File: config.mk
export PLATFORM = sky130hd
export DESIGN_NAME = serial_arith_sequencer
export DESIGN_NICKNAME = d
export VERILOG_FILES = /design/src/rtl/serial_arith_sequencer.sv
export SDC_FILE = /design/constraint.sdc
export NUM_CORES = 1
export LEC_CHECK = 0
export CAP_MARGIN = 20
export CORE_MARGIN = 4
export CORE_UTILIZATION = 45
export DETAILED_ROUTE_END_ITERATION = 10
export GPL_ROUTABILITY_DRIVEN = 0
export PLACE_DENSITY_LB_ADDON = 0.05
export SYNTH_ARGS = -nofsm -noshare
export SYNTH_HDL_FRONTEND = slang
export SYNTH_SLANG_ARGS = --single-unit
File: constraint.sdc
create_clock -name clk -period 1.75 [get_ports clk]
set_input_delay 0.2625 -clock clk [delete_from_list [all_inputs] [get_ports clk]]
set_output_delay 0.2625 -clock clk [all_outputs]
set_load 0.02 [all_outputs]
File: src/rtl/serial_arith_sequencer.sv
// Bit-serial arithmetic sequencer: one ArithmeticSegment slice driven LSB first, one bit per clock.
// Latency WIDTH+1 cycles from an accepted start to the done pulse; start is ignored while busy.
module serial_arith_sequencer #(
  parameter int WIDTH = 8
) (
  input  logic             clk,
  input  logic             rst_n,
  input  logic             start,
  input  logic [1:0]       op,
  input  logic [WIDTH-1:0] a,
  input  logic [WIDTH-1:0] b,
  input  logic             cin,
  output logic             busy,
  output logic             done,
  output logic [WIDTH-1:0] result,
  output logic             cout,
  output logic             zero
);

  localparam int CW = (WIDTH > 2) ? $clog2(WIDTH) : 1;

  localparam logic [1:0] ST_IDLE = 2'd0;
  localparam logic [1:0] ST_RUN  = 2'd1;
  localparam logic [1:0] ST_DONE = 2'd2;

  localparam logic [1:0] OP_ADD  = 2'b00;
  localparam logic [1:0] OP_SUBB = 2'b01;
  localparam logic [1:0] OP_PASS = 2'b10;
  localparam logic [1:0] OP_ONES = 2'b11;

  logic [1:0]       state_q, state_d;
  logic [WIDTH-1:0] a_sh_q, a_sh_d;
  logic [WIDTH-1:0] b_sh_q, b_sh_d;
  logic [WIDTH-1:0] res_sh_q, res_sh_d;
  logic [1:0]       op_q, op_d;
  logic             carry_q, carry_d;
  logic [CW-1:0]    cnt_q, cnt_d;
  logic [WIDTH-1:0] result_q, result_d;
  logic             cout_q, cout_d;
  logic             zero_q, zero_d;

  // The 1-bit slice: B-select mux feeding a full adder.
  logic slice_b;
  logic slice_sum;
  logic slice_co;

  always_comb begin
    slice_b = 1'b0;
    case (op_q)
      OP_ADD:  slice_b = b_sh_q[0];
      OP_SUBB: slice_b = ~b_sh_q[0];
      OP_PASS: slice_b = 1'b0;
      OP_ONES: slice_b = 1'b1;
      default: slice_b = 1'b0;
    endcase
  end

  assign slice_sum = a_sh_q[0] ^ slice_b ^ carry_q;
  assign slice_co  = (a_sh_q[0] & slice_b) | (a_sh_q[0] & carry_q) | (slice_b & carry_q);

  logic             last_bit;
  logic [WIDTH-1:0] res_next;

  assign last_bit = (cnt_q == CW'(WIDTH - 1));
  assign res_next = {slice_sum, res_sh_q[WIDTH-1:1]};

  always_comb begin
    state_d  = state_q;
    a_sh_d   = a_sh_q;
    b_sh_d   = b_sh_q;
    res_sh_d = res_sh_q;
    op_d     = op_q;
    carry_d  = carry_q;
    cnt_d    = cnt_q;
    result_d = result_q;
    cout_d   = cout_q;
    zero_d   = zero_q;
    case (state_q)
      ST_IDLE: begin
        if (start) begin
          a_sh_d   = a;
          b_sh_d   = b;
          op_d     = op;
          carry_d  = cin;
          cnt_d    = '0;
          res_sh_d = '0;
          state_d  = ST_RUN;
        end
      end
      ST_RUN: begin
        res_sh_d = res_next;
        a_sh_d   = {1'b0, a_sh_q[WIDTH-1:1]};
        b_sh_d   = {1'b0, b_sh_q[WIDTH-1:1]};
        carry_d  = slice_co;
        cnt_d    = cnt_q + 1'b1;
        // Publish only the completed word so partial shifts never reach result.
        if (last_bit) begin
          result_d = res_next;
          cout_d   = slice_co;
          zero_d   = (res_next == '0);
          state_d  = ST_DONE;
        end
      end
      ST_DONE: begin
        state_d = ST_IDLE;
      end
      default: begin
        state_d = ST_IDLE;
      end
    endcase
  end

  always_ff @(posedge clk or negedge rst_n) begin
    if (!rst_n) begin
      state_q  <= ST_IDLE;
      a_sh_q   <= '0;
      b_sh_q   <= '0;
      res_sh_q <= '0;
      op_q     <= OP_ADD;
      carry_q  <= 1'b0;
      cnt_q    <= '0;
      result_q <= '0;
      cout_q   <= 1'b0;
      zero_q   <= 1'b0;
    end else begin
      state_q  <= state_d;
      a_sh_q   <= a_sh_d;
      b_sh_q   <= b_sh_d;
      res_sh_q <= res_sh_d;
      op_q     <= op_d;
      carry_q  <= carry_d;
      cnt_q    <= cnt_d;
      result_q <= result_d;
      cout_q   <= cout_d;
      zero_q   <= zero_d;
    end
  end

  assign busy   = (state_q == ST_RUN) || (state_q == ST_DONE);
  assign done   = (state_q == ST_DONE);
  assign result = result_q;
  assign cout   = cout_q;
  assign zero   = zero_q;

endmodule

==> flow_metrics.py <==
metrics = {
    "routing": {
        "drt_iter0_drc": 114,
        "drtPass1Iterations": 4,
        "wl_met1_mm": 1.463,
        "via_per_inst": 5.166,
        "routed-wl-met2_mm": 1.628,
        "drt-total-wl_mm": 3.352,
        "highest_layer": "met4",
        "drc": 0,
        "routed-wl-met3_um": 198,
        "drt-wirelength-per-cell_um": 13.57,
        "ant_nets": 0,
        "num_vias": 1276,
    },
    "status": {
        "status": "finished, final reports clean",
    },
    "clock_network": {
        "cts_buffers": 5,
        "h-tree-depth": 2,
        "clkTransAtPathRegs_ns": 0.07,
        "clock_latency_ns": 0.29,
        "root_buffer": "clkbuf_8",
        "clkSinkCount": 41,
        "cts_tree": "done",
        "clock_path_buffers": 2,
    },
    "pwr": {
        "ir_drop_uv": 955.5,
        "seq_power_share": 0.397,
        "clockPowerShare": 0.155,
        "p_int_mw": 2.513,
        "p_total_mw": 3.919,
        "power_density_nw_per_um2": 1662,
        "p_sw_mw": 1.406,
        "share_comb_of_total_power": 0.448,
        "power.leakage_nw": 1.110,
        "sw_frac_of_total": 0.3588,
    },
    "global_route": {
        "grt_pass1_wl_mm": 5.996,
        "grt_max_degree": 41,
        "first_global_vias": 1303,
        "overflow": 0,
        "grt_usage": 0.1505,
        "antenna_found_initial": 0,
    },
    "floorplanning": {
        "initial_core_util": 0.4814,
        "io_pins": 34,
        "coreArea_um2": 3771,
        "die_area_um2": 5114,
        "rows": 22,
        "dieWidth_um": 71.52,
        "die_h_um": 71.52,
    },
    "worst_setup_path": {
        "worstSetupPathType": "register to register",
        "critical_path_required_ns": 1.92,
        "startpoint_type": "register",
        "cp-end-kind": "register",
        "r2r_slack_ns": 0.11,
        "path_max_fanout": 10,
        "worstPathArrival_ns": 1.81,
    },
    "timing": {
        "finalHoldViolCount": 0,
        "clock.fmax_mhz": 609.4,
        "worst_pin_slew_ns": 0.4920,
        "grt_setup_unrepaired": "false",
        "fin_crit_sh": 0.9377,
        "finalClockSkew_ns": 0.003212,
        "finalSetupViolCount": 0,
        "fin_setup_tns_ns": 0,
        "holdWs_ns": 0.4695,
        "slew_headroom": 0.6720,
        "fin_crit_ns": 1.641,
        "finalMaxSlewViolations": 0,
    },
    "synth": {
        "synthDistinctLibCells": 23,
        "syn-num-nets": 187,
        "avgSynthCellArea_um2": 11.42,
        "synth_seq_area_share": 0.5651,
        "ys_ff_latch": 41,
        "synth_area_um2": 1815,
        "syn_inst": 159,
        "ys_warn_count": 0,
    },
    "finish": {
        "drive_above_1_share": 0.1156,
        "mostFrequentLayoutCells": "dfrtp_1 (41), clkdlybuf4s50_1 (30), nand2_1 (26)",
        "antenna-diode-count": 0,
        "final_core_util": 0.6254,
        "area_growth_pct": 29.91,
        "final_common_cell": "dfrtp_1",
        "final_nets": 227,
    },
    "placed_design": {
        "place_hpwl_mm": 2.475,
        "port_buffers": 33,
    },
    "hold_path": {
        "hp-class": "input port to async pin",
    },
    "job": {
        "maxCapViolations": 0,
    },
}
cell usage after synthesis (all sizes together):
cell type	n	area [µm²]
and2	1	6.260
mux2	9	101.4
inv	6	22.52
a22o	8	70.07
mux2i	16	160.2
and3	2	12.51
dfrtp	41	1026
buf	7	40.03
nor4	1	6.260
ha	5	62.56
nor2	2	7.510
nand2b	2	12.51
fa	1	20.02
o21ai	22	110.1
a21oi	5	25.02
nor4b	1	8.760
xnor2	1	8.760
clkbuf	1	5.000
nor2b	2	12.51
nand2	26	97.59
what timing repair did:
action                                  4_1_cts  5_1_grt
hold buffers                                  1        0
resized for setup                             2        1
endpoints found under the setup margin        2        1
endpoints found under the hold margin        20        0
setup buffers                                 0        0
state kept, by name, summed over array words and instances, names as in the netlist:
name and count:
a_sh_q 8, b_sh_q 8, carry_q 1, cnt_q 3
cout 1, op_q 2, res_sh_q 7, result 8
state_q 2, zero 1
final cells by class:
cell class | instances | area, µm²
timing repair buffer | 41 | 422.9
clock buffer | 7 | 86.33
multi-input combinational | 104 | 740.7
inverter | 6 | 22.52
tap | 48 | 60.06
sequential | 41 | 1026
fill | 302 | 1413
critical path, cell delays in order, from the launching register on:
cell	delay, ns
dfrtp_1	0.40
ha_1	0.22
ha_1	0.22
nand2_1	0.31
mux2_2	0.38
stage by stage:
| stage | instances | setup slack [ns] | area (µm²) |
|---|---|---|---|
| 2_1_floorplan | 159 | 0.1672 | 1815 |
| 3_3_place_gp | 239 | 0.1209 | 2258 |
| 3_5_place_dp | 239 | 0.09423 | 2258 |
| 4_1_cts | 247 | 0.08137 | 2352 |
| 5_1_grt | 247 | 0.001780 | 2359 |
| 6_report | 247 | 0.1090 | 2359 |
per-layer routing:
metal | up-vias | track usage
met2 | 32 | 0.2459
met4 | 0 | 0.07307
met5 | - | 0
li1 | 621 | -
met3 | 7 | 0.04208
met1 | 616 | 0.1829
power groups by stage:
stage / logic (mW) / registers (mW) / clock network [mW]
3_3_place_gp: 1.72 / 1.55 / 0
5_1_grt: 1.96 / 1.61 / 0.671
2_1_floorplan: 1.14 / 1.56 / 0
3_5_place_dp: 1.77 / 1.57 / 0
4_1_cts: 1.77 / 1.55 / 0.625
6_report: 1.75 / 1.56 / 0.608
worst paths after layout:
check / startpoint / to / depth (start not counted)
worst max register to register: cnt_q[0]$_DFFE_PN0P_ / result[0]$_DFFE_PN0P_ / 4
worst min register to register: cout$_DFFE_PN0P_ / cout$_DFFE_PN0P_ / 2
min in group clk: cout$_DFFE_PN0P_ / cout$_DFFE_PN0P_ / 2
worst max-delay path: cnt_q[0]$_DFFE_PN0P_ / result[0]$_DFFE_PN0P_ / 4
worst min-delay path: rst_n / result[3]$_DFFE_PN0P_ / 2
max in group asynchronous: rst_n / a_sh_q[3]$_DFFE_PN0P_ / 3
kinds of logic (layout without fill, tap and decap cells):
group                    Yosys count  in the layout  share of synthesized area
AND/OR/NAND/NOR                   37             37                    0.09028
flip-flops                        41             41                     0.5651
AO/OA/AOI/OAI                     35             35                     0.1130
XOR/XNOR                           1              1                   0.004825
buffers and inverters             14             54                    0.03721
multiplexers                      25             25                     0.1440
adder cells (fa/ha/maj)            6              6                    0.04549
Power figures use the tool's default switching activity.
